==> src/rtl/mem_rd_return_buffer_pkg.sv <==
// Shared types and constants for the data-memory read return path.
package mem_rd_return_buffer_pkg;

  localparam int unsigned WORD_W              = 32;
  localparam int unsigned N_BANKS             = 16;
  localparam int unsigned DATA_MEM_RD_LATENCY = 2;
  localparam logic        RESET_STATE         = 1'b1;

  typedef logic [WORD_W-1:0] word_t;

endpackage

==> src/rtl/mem_rd_return_fifo.sv <==
// One bank lane: in-flight read tracking, return FIFO, occupancy and read credit.
module rd_return_fifo
  import mem_rd_return_buffer_pkg::*;
#(
  parameter int unsigned RD_LATENCY = DATA_MEM_RD_LATENCY,
  parameter int unsigned FIFO_DEPTH = RD_LATENCY + 1
) (
  input  logic  clk,
  input  logic  rst,
  input  logic  rd_req_i,
  input  logic  pop_i,
  input  word_t rdata_i,
  output logic  rd_ready_o,
  output logic  mem_rd_en_o,
  output logic  arrive_o,
  output logic  vld_o,
  output word_t data_o
);

  localparam int unsigned PW = (FIFO_DEPTH > 1) ? $clog2(FIFO_DEPTH) : 1;
  localparam int unsigned OW = $clog2(FIFO_DEPTH + 1);
  localparam int unsigned CW = $clog2(FIFO_DEPTH + RD_LATENCY + 1);
  localparam logic [PW-1:0] LAST_PTR  = PW'(FIFO_DEPTH - 1);
  localparam logic [OW-1:0] DEPTH_OCC = OW'(FIFO_DEPTH);
  localparam logic [CW-1:0] DEPTH_CR  = CW'(FIFO_DEPTH);

  logic [RD_LATENCY-1:0] sr_q, sr_d;
  logic [PW-1:0]         wr_ptr_q, wr_ptr_d, rd_ptr_q, rd_ptr_d;
  logic [OW-1:0]         occ_q, occ_d;
  word_t                 head_q, head_d;
  word_t                 mem_q [FIFO_DEPTH];
  logic [CW-1:0]         credit_c;
  logic                  write_c, fifo_pop_c;

  function automatic logic [PW-1:0] ptr_inc(input logic [PW-1:0] p);
    return (p == LAST_PTR) ? '0 : p + PW'(1);
  endfunction

  // Credit counts in-flight reads plus buffered words; a same-cycle pop is not credited.
  always_comb begin
    credit_c = CW'(occ_q);
    for (int i = 0; i < int'(RD_LATENCY); i++) begin
      credit_c = credit_c + CW'(sr_q[i]);
    end
  end

  assign rd_ready_o  = (credit_c < DEPTH_CR);
  assign mem_rd_en_o = rd_req_i & rd_ready_o;
  assign arrive_o    = sr_q[RD_LATENCY-1];
  assign vld_o       = (occ_q != '0);
  assign data_o      = head_q;

  always_comb begin
    sr_d    = '0;
    sr_d[0] = mem_rd_en_o;
    for (int i = 1; i < int'(RD_LATENCY); i++) begin
      sr_d[i] = sr_q[i-1];
    end
    fifo_pop_c = pop_i & vld_o;
    // A pop while empty is a bypass consume: the arriving word never enters storage.
    write_c    = arrive_o & ~(pop_i & ~vld_o);
    wr_ptr_d   = write_c    ? ptr_inc(wr_ptr_q) : wr_ptr_q;
    rd_ptr_d   = fifo_pop_c ? ptr_inc(rd_ptr_q) : rd_ptr_q;
    occ_d      = occ_q + OW'(write_c) - OW'(fifo_pop_c);
    head_d     = head_q;
    if (occ_d != '0) begin
      head_d = (write_c && (wr_ptr_q == rd_ptr_d)) ? rdata_i : mem_q[rd_ptr_d];
    end else if (arrive_o) begin
      head_d = rdata_i;
    end
  end

  always_ff @(posedge clk) begin
    if (rst == RESET_STATE) begin
      sr_q     <= '0;
      wr_ptr_q <= '0;
      rd_ptr_q <= '0;
      occ_q    <= '0;
      head_q   <= '0;
    end else begin
      sr_q     <= sr_d;
      wr_ptr_q <= wr_ptr_d;
      rd_ptr_q <= rd_ptr_d;
      occ_q    <= occ_d;
      head_q   <= head_d;
    end
  end

  always_ff @(posedge clk) begin
    if (write_c) begin
      mem_q[wr_ptr_q] <= rdata_i;
    end
  end

  a_no_arrival_when_full: assert property (@(posedge clk) disable iff (rst == RESET_STATE)
    !(arrive_o && (occ_q == DEPTH_OCC)));

endmodule

==> src/rtl/mem_rd_return_buffer.sv <==
// Per-bank read issue and return buffering between data memory and the crossbar.
// Optional same-cycle bypass of empty lanes: define MEM_RD_BYPASS_EN.
module mem_rd_return_buffer
  import mem_rd_return_buffer_pkg::*;
#(
  parameter int unsigned N_BANKS    = mem_rd_return_buffer_pkg::N_BANKS,
  parameter int unsigned RD_LATENCY = DATA_MEM_RD_LATENCY,
  parameter int unsigned FIFO_DEPTH = RD_LATENCY + 1
) (
  input  logic                clk,
  input  logic                rst,
  input  logic                pipe_en,
  input  logic  [N_BANKS-1:0] rd_req,
  output logic  [N_BANKS-1:0] rd_ready,
  output logic  [N_BANKS-1:0] mem_rd_en,
  input  word_t [N_BANKS-1:0] mem_rdata,
  output word_t [N_BANKS-1:0] out_data,
  output logic  [N_BANKS-1:0] out_vld
);

`ifdef MEM_RD_BYPASS_EN
  localparam logic BYPASS = 1'b1;
`else
  localparam logic BYPASS = 1'b0;
`endif

  for (genvar b = 0; b < int'(N_BANKS); b++) begin : g_lane
    logic  lane_vld, arrive, byp, vld, pop;
    word_t lane_data;

    rd_return_fifo #(
      .RD_LATENCY (RD_LATENCY),
      .FIFO_DEPTH (FIFO_DEPTH)
    ) u_lane (
      .clk         (clk),
      .rst         (rst),
      .rd_req_i    (rd_req[b]),
      .pop_i       (pop),
      .rdata_i     (mem_rdata[b]),
      .rd_ready_o  (rd_ready[b]),
      .mem_rd_en_o (mem_rd_en[b]),
      .arrive_o    (arrive),
      .vld_o       (lane_vld),
      .data_o      (lane_data)
    );

    // Empty lane with an arriving word presents memory data directly.
    assign byp         = BYPASS & arrive & ~lane_vld;
    assign vld         = lane_vld | byp;
    assign pop         = vld & pipe_en;
    assign out_vld[b]  = vld;
    assign out_data[b] = byp ? mem_rdata[b] : lane_data;
  end

endmodule

==> config.mk <==
export PLATFORM = sky130hd
export DESIGN_NAME = mem_rd_return_buffer
export DESIGN_NICKNAME = d
export VERILOG_FILES = /design/src/rtl/mem_rd_return_buffer_pkg.sv /design/src/rtl/mem_rd_return_fifo.sv /design/src/rtl/mem_rd_return_buffer.sv
export SDC_FILE = /design/constraint.sdc
export NUM_CORES = 2
export LEC_CHECK = 0
export CAP_MARGIN = 20
export CORE_ASPECT_RATIO = 1.75
export CORE_UTILIZATION = 23
export CTS_BUF_LIST = sky130_fd_sc_hd__clkbuf_16
export DETAILED_ROUTE_END_ITERATION = 7
export PLACE_DENSITY = 0.48
export SETUP_SLACK_MARGIN = 0.4
export SYNTH_ARGS = -nofsm -noshare
export SYNTH_HDL_FRONTEND = slang
export SYNTH_SLANG_ARGS = --single-unit
export TNS_END_PERCENT = 1
==> constraint.sdc <==
create_clock -name clk -period 10.2 [get_ports clk]
set_input_delay 2.04 -clock clk [delete_from_list [all_inputs] [get_ports clk]]
set_output_delay 2.04 -clock clk [all_outputs]
set_load 0.01 [all_outputs]
=== Word level (Yosys, flattened, before mapping) ===
Memories as Yosys holds them, arrays and structs flattened.
Cells that the tools add are included.

* Memories kept: 16
* Logic and storage cells: 560
* Output and inout bits: 560
* Memory bits (writable): 1,536
* Register bits after elaboration: 640

{| class="wikitable"
|+ Memories
! memory !! depth !! bits a word !! rd ports !! clocked after memory_dff !! write ports !! RTL line !! text
|-
| g_lane[0].u_lane.mem_q || 3 || 32 || 1 || 0 || 1 || mem_rd_return_fifo.sv:31 || <nowiki>word_t mem_q [FIFO_DEPTH];</nowiki>
|-
| g_lane[10].u_lane.mem_q || 3 || 32 || 1 || 0 || 1 || mem_rd_return_fifo.sv:31 ||
|-
| g_lane[11].u_lane.mem_q || 3 || 32 || 1 || 0 || 1 || mem_rd_return_fifo.sv:31 ||
|-
| g_lane[12].u_lane.mem_q || 3 || 32 || 1 || 0 || 1 || mem_rd_return_fifo.sv:31 ||
|-
| g_lane[13].u_lane.mem_q || 3 || 32 || 1 || 0 || 1 || mem_rd_return_fifo.sv:31 ||
|-
| g_lane[14].u_lane.mem_q || 3 || 32 || 1 || 0 || 1 || mem_rd_return_fifo.sv:31 ||
|-
| +10 memories || n/a || n/a || n/a || n/a || n/a || n/a ||
|}

* Equal/unequal tests: 48
* Add/sub/neg operators: 96
* Order comparisons: 16
* Multiplexer cells: 128
* Bitwise operators: 112
* Reduce and logical (&&, ||, !) cells: 64

{| class="wikitable"
|+ Operators by type and width
! operator !! number
|-
| $mux W32 || 48
|-
| $mux W2 || 48
|-
| $reduce_bool A2 Y1 || 48
|-
| $and A1 B1 Y1 || 80
|-
| $add A2 B1 Y2 const B || 32
|-
| $eq A2 B2 Y1 const B || 32
|-
| $add A2 B1 Y3 || 16
|-
| $add A3 B1 Y3 || 16
|-
| $lt A3 B2 Y1 const B || 16
|-
| $add A2 B1 Y2 || 16
|-
| $eq A2 B2 Y1 || 16
|-
| $mux W1 || 32
|-
| $not A1 Y1 || 32
|-
| $sub A2 B1 Y2 || 16
|-
| $logic_and A1 B1 Y1 || 16
|}

=== Depth between registers and ports, before layout ===
* Depth in word-level cells: 9
* Gate-level depth with buffers: 17
* Gate-level depth less buffers: 11

=== Cells and area by module ===
Synthesis repeated with hierarchy kept, for this count alone.

* Cells, all modules: 9,409
* Area total of the unflattened synthesis: 101,622.5 um^2

{| class="wikitable"
|+ Modules (own cells, without submodules)
! module !! sequential area each (um^2) !! times used !! area an instance (um^2) !! cells an instance
|-
| rd_return_fifo at g_lane[4].u_lane ... || 3,683.5 || 6 || 6,236.0 || 542
|-
| rd_return_fifo at g_lane[0].u_lane ... || 3,683.5 || 4 || 6,231.0 || 542
|-
| rd_return_fifo at g_lane[10].u_lane ... || 3,683.5 || 3 || 6,492.5 || 682
|-
| rd_return_fifo at g_lane[13].u_lane ... || 3,683.5 || 2 || 6,556.3 || 684
|-
| rd_return_fifo at g_lane[1].u_lane || 3,683.5 || 1 || 6,446.2 || 542
|-
| mem_rd_return_buffer || 0.0 || 1 || 246.5 || 33
|}

=== Least setup slack after synthesis ===
OpenSTA, ideal clock, no wires.

* Path kind: input -> register
* From: in pipe_en
* To: reg g_lane[7].u_lane.head_q[12]
* Setup time: 122 ps
* Arrival time: 4,864 ps
* Stages: 17
* Path slack: 5,215 ps
* Cell sequence: buf_6 -> buf_6 -> o21ai_2 -> inv_2 -> buf_2 -> clkbuf_1 -> ha_1 -> inv_1 -> ha_1 -> xor2_1 -> xnor2_1 -> nor2b_1 -> or2_1 -> clkbuf_1 -> clkbuf_1 -> nor3_1 -> a221o_1

* Longest elaborated chain between the ends: 8
* Elaborated cells between the ends (all ways): 15

{| class="wikitable"
|+ Ends and longest elaborated chain
! what !! RTL line !! text
|-
| start: declaration || mem_rd_return_buffer.sv:12 || <nowiki>input logic pipe_en,</nowiki>
|-
| $and A1 B1 Y1 (*) || mem_rd_return_buffer.sv:50 || <nowiki>assign pop = vld & pipe_en;</nowiki>
|-
| $and A1 B1 Y1 || mem_rd_return_fifo.sv:61 || <nowiki>write_c = arrive_o & ~(pop_i & ~vld_o);</nowiki>
|-
| $not A1 Y1 || mem_rd_return_fifo.sv:61 ||
|-
| $and A1 B1 Y1 || mem_rd_return_fifo.sv:61 ||
|-
| $add A2 B1 Y2 || mem_rd_return_fifo.sv:64 || <nowiki>occ_d = occ_q + OW'(write_c) - OW'(fifo_pop_c);</nowiki>
|-
| $sub A2 B1 Y2 || mem_rd_return_fifo.sv:64 ||
|-
| $reduce_bool A2 Y1 || mem_rd_return_fifo.sv:66 || <nowiki>if (occ_d != '0) begin</nowiki>
|-
| $mux W32 or $reduce_bool A2 Y1 (tied branches) || n/a ||
|-
| end signal: assignment || mem_rd_return_fifo.sv:79 || <nowiki>head_q <= '0;</nowiki>
|-
| end signal: assignment || mem_rd_return_fifo.sv:85 || <nowiki>head_q <= head_d;</nowiki>
|-
| end: declaration || mem_rd_return_fifo.sv:30 || <nowiki>word_t head_q, head_d;</nowiki>
|}

Mark *: on every way between the ends. The rest lies on a longest branch, timed or not.
A chain may end at the register's enable or synchronous reset.

=== Worst setup path after layout ===
* From: reg g_lane[11].u_lane.sr_q[1]
* To: out mem_rd_en[11]

* Longest elaborated chain between the ends: 3

{| class="wikitable"
|+ Ends and longest elaborated chain
! what !! RTL line !! text
|-
| start: declaration || mem_rd_return_fifo.sv:27 || <nowiki>logic [RD_LATENCY-1:0] sr_q, sr_d;</nowiki>
|-
| start signal: assignment || mem_rd_return_fifo.sv:81 || <nowiki>sr_q <= sr_d;</nowiki>
|-
| $add A3 B1 Y3 || mem_rd_return_fifo.sv:43 || <nowiki>credit_c = credit_c + CW'(sr_q[i]);</nowiki>
|-
| $lt A3 B2 Y1 || mem_rd_return_fifo.sv:47 || <nowiki>assign rd_ready_o = (credit_c < DEPTH_CR);</nowiki>
|-
| $and A1 B1 Y1 || mem_rd_return_fifo.sv:48 || <nowiki>assign mem_rd_en_o = rd_req_i & rd_ready_o;</nowiki>
|-
| end: declaration || mem_rd_return_buffer.sv:15 || <nowiki>output logic [N_BANKS-1:0] mem_rd_en,</nowiki>
|}

Every way passes these cells.

==> run summary <==
The synthesized design spends more area on one cell type than any other, namely sky130_fd_sc_hd__edfxtp_1. The routed wire length came out at 346000 um. The clock slew seen by the registers of the worst setup and hold paths came out at 0.06 ns. The synthesized-area fraction occupied by ao, oa, aoi and oai cells is 0.133.

The number of DRC markers after the initial detailed-route iteration is 4380. Data arrives at the worst endpoint at between 3 and 4 ns. The leakage power figure came out at 42.8 nW.

In this run the remaining antenna-violating nets after routing total 0. The kind of cell with the highest combined delay along the critical path is adder cells. The count of maximum capacitance violations came out at 0. The number of H-tree levels is 4. The top-area cell type share of the netlist area is 0.456. Setup violations remaining at the end of the flow were counted as 0.

For this run, the register share of the synthesized area comes to 0.583. The number of enable flip-flop cells after synthesis came out at between 1500 and 2000. The root buffer cell chosen for the clock tree is sky130_fd_sc_hd__clkbuf_16. The pin count of the biggest net entering global routing came out at 82. The full die area came out at 0.442 mm2. The run finished with clean final reports.

The initial utilization of the core area, before any placement, comes to 0.231. The synthesis-to-finish area growth came out at 23.8%. The distinct cell type count of the synthesized netlist is 57. The critical path launch point type is a flop.

The final hold slack is 0.470 ns. In this run, post-CTS hold repair placed 0 buffers. From left edge to right edge, the die measures 503 um. In the layout the commonest cells are sky130_fd_sc_hd__nand2_1 (1854), sky130_fd_sc_hd__edfxtp_1 (1536), sky130_fd_sc_hd__clkdlybuf4s50_1 (1088). Based on the critical path, the design can be clocked at up to 0.174 GHz.

The detailed-route wire length per cell is roughly 22 um. The global routing usage summed across all routing layers came out at 0.150. The placed instances occupy a cell area of 0.118 mm2. The proportion of power drawn by combinational gates is 0.383. The maximum buffer depth of the clock tree came out at 4. The fraction of registers with async set/reset is 0.

The tightest min-delay check is of the reg2reg type. Routability-driven placement finished with a final weighted congestion of approximately 0.78. Of the total power, registers draw 0.352. After floorplanning, the core was divided into 321 placement rows.

STA puts the critical path data required time at 8.16 ns. The worst path needs about 5.7 ns of the cycle, external delays included. In this run, synthesis produced a sequential element count of between 2000 and 2500. The signal on the critical path passes through fa_1 -> ha_1 -> a21oi_1 -> and2_1 -> clkdlybuf4s50_1. The die boundary height is 879 um. In this design, the stage delay of the slowest critical-path cell is around 0.61 ns. For the final routed database, the setup TNS stands at 0 ns. Of the total synthesized cell area, the portion taken by full adders, half adders and majority gates is 0.00911. The quantity of I/O buffers inserted on ports is between 1000 and 1500. The overall via count from detail_route came out at 74900. In this run the worst path has a maximum fanout of 6. The number of gates given a new drive strength after cts is 0. The ratio of cells with drive above 1 in the final layout came out at 0.0828. The total area inside the core boundary comes to 0.437 mm2. The number of global-route vias before repair is 73300. Setup repair after global routing left no endpoint under its margin. The maximum clock skew at final layout is 0.0741 ns. The normalized max-slew margin came out at 0.268. The number of warnings issued by yosys is 0. The hold violation total from the final report is 0.

The most used flip-flop cell after synthesis is sky130_fd_sc_hd__edfxtp_1. In the final design database the tool counted 10500 nets. At the later pin of the worst-skew pair, clock insertion delay measures 0.93 ns. The detailed placer's ending HPWL came out at 230000 um. The top-level port count is around 1100.

The initial antenna violation count came to 102. The max-slew violation count was 0. The internal power component is between 0.015 and 0.02 W. Summing every instance area after synthesis gives 0.101 mm2. The number of buffers added by the clock tree synthesis step is 227. The library cell used most frequently in the layout, excluding fill and tap cells, is sky130_fd_sc_hd__nand2_1. The post-synthesis net count came out at roughly 10000. By area, the combinational part of the netlist is dominated by simple AND/OR/NAND/NOR gates. After synthesis, the cell types taking the most area are sky130_fd_sc_hd__edfxtp_1 (46%), sky130_fd_sc_hd__dfxtp_1 (13%), sky130_fd_sc_hd__mux2i_1 (8.9%). The peak ir drop on the vdd network came out at 187 uV. The fraction of power spent switching nets is 0.369. The number of clock sinks seen by CTS is around 2200.

The switching power came out at 0.0117 W. The final critical-path setup slack came out at 4.46 ns. The areal power density over the cells came out at 252 mW/mm2. On the critical path, the stage with the largest delay is an instance of sky130_fd_sc_hd__clkdlybuf4s50_1.

The number of setup buffers added after CTS is 0. The simple-gate area share of the yosys netlist came out at 0.144. The number of filler cells placed in the layout is about 45000. For the pin with the worst max-slew slack, the measured transition is 1.10 ns. The CTS tree is done. The part of the cycle the worst path needs is 0.563. The classification of the worst setup path is reg2out. The synthesized netlist cell count is 9216. The element type at the critical path end is an output pin. The wire length of the first global-routing pass is 498000 um. A synthesized cell averages 11.0 um2. The final non-filler cell area is ~0.13 mm2. The via density per instance is approximately 4.7. The worst slack after detailed placement came out at 3.32 ns.

For this run the aggregate overflow at the end of global routing stands at 0. The first detailed-routing pass took 7 iterations. Counting both buffers and inverters, the worst setup path holds a total of 1. The clock power share came out at 0.266.

The fraction of synthesized area in multiplexers is 0.0889. For this run, design rule violations remaining after detail routing come to 0. The post-synthesis share of cell area spent on xor and xnor gates came out at 0.00343.
-- routing by layer --
| layer | track usage | routed length, um | vias up |
|---|---|---|---|
| met5 | 0 | 695 | - |
| li1 | - | - | 35500 |
| met3 | 0.0481 | 27600 | 533 |
| met4 | 0.0588 | 12800 | 106 |
| met2 | 0.262 | 170000 | 1818 |
| met1 | 0.167 | 135000 | 37000 |
-- synthesized netlist by cell type (all sizes together), types with 19 or more instances --
| master | number |
|---|---|
| ha | 48 |
| dfxtp | 640 |
| o22ai | 179 |
| nor3b | 19 |
| inv | 71 |
| edfxtp | 1536 |
| o21ai | 464 |
| a211oi | 174 |
| nor2b | 88 |
| nor2 | 126 |
| nand3 | 537 |
| a31oi | 320 |
| a32oi | 32 |
| clkbuf | 576 |
| xnor2 | 22 |
| mux2i | 898 |
| or2 | 25 |
| and2 | 186 |
| and3 | 44 |
| buf | 247 |
| nor3 | 349 |
| a21oi | 283 |
| a221o | 352 |
| nand2 | 1854 |
-- area by class of cell --
| class | count | area, um2 | area share |
|---|---|---|---|
| Antenna cell | 39 | 97.6 | 0.000779 |
| Sequential cell | 2176 | 59000 | 0.471 |
| Inverter | 76 | 288 | 0.00230 |
| Tap cell | 5814 | 7270 | 0.0581 |
| Clock buffer | 232 | 5810 | 0.0464 |
| Clock inverter | 188 | 1540 | 0.0123 |
| Timing Repair Buffer | 1282 | 12400 | 0.0994 |
| Multi-Input combinational cell | 6141 | 38800 | 0.310 |
-- state kept, by name, summed over array words and instances (netlist names) --
name	cells
g_lane.u_lane.data_o	512
g_lane.u_lane.sr_q	32
g_lane.u_lane.mem_q	1536
g_lane.u_lane.occ_q	32
g_lane.u_lane.rd_ptr_q	32
g_lane.u_lane.wr_ptr_q	32
-- final timing paths --
kind	start	endpoint	slack [ns]	depth (start not counted)
min	g_lane[8].u_lane.sr_q[0]	g_lane[8].u_lane.sr_q[1]	0.47	1
max reg2reg	g_lane[11].u_lane.occ_q[0]	g_lane[11].u_lane.data_o[30]	5.80	13
max	g_lane[11].u_lane.sr_q[1]	mem_rd_en[11]	4.46	5
min reg2reg	g_lane[8].u_lane.sr_q[0]	g_lane[8].u_lane.sr_q[1]	0.47	1
-- worst reg2reg max path, delay by kind of cell (launching register included) --
| kind | cells | cell delay, ns |
|---|---|---|
| adders and majority gates | 2 | 0.61 |
| and+or+nand+nor | 3 | 0.84 |
| DFF | 1 | 0.40 |
| xor gates and xnor gates | 2 | 0.32 |
| buffers and inverters | 4 | 1.64 |
| AOI/OAI and AO/OA | 2 | 0.46 |
-- through the flow --
| step | power [W] | instances | utilization |
|---|---|---|---|
| 3_5_place_dp | 0.0235 | 15500 | 0.269 |
| 2_1_floorplan | 0.0189 | 9216 | - |
| 5_1_grt | 0.0333 | 15900 | 0.286 |
| 6_report | 0.0316 | 15900 | 0.287 |
| 4_1_cts | 0.0320 | 15900 | 0.286 |
| 3_3_place_gp | 0.0234 | 15500 | 0.269 |
-- power by group through the flow --
stage	logic (W)	registers (W)	clock network (W)
6_report	0.0121	0.0111	0.00839
5_1_grt	0.0132	0.0112	0.00896
4_1_cts	0.0122	0.0111	0.00869
3_5_place_dp	0.0122	0.0113	0
3_3_place_gp	0.0121	0.0113	0
2_1_floorplan	0.00766	0.0113	0
-- cell families after synthesis --
family,Yosys count
fa+ha+maj,64
flops,2176
compound gates,1855
xor+xnor,38
mux,898
simple gates,3286
buf+inv,899
(Power assumes the default switching activity.)
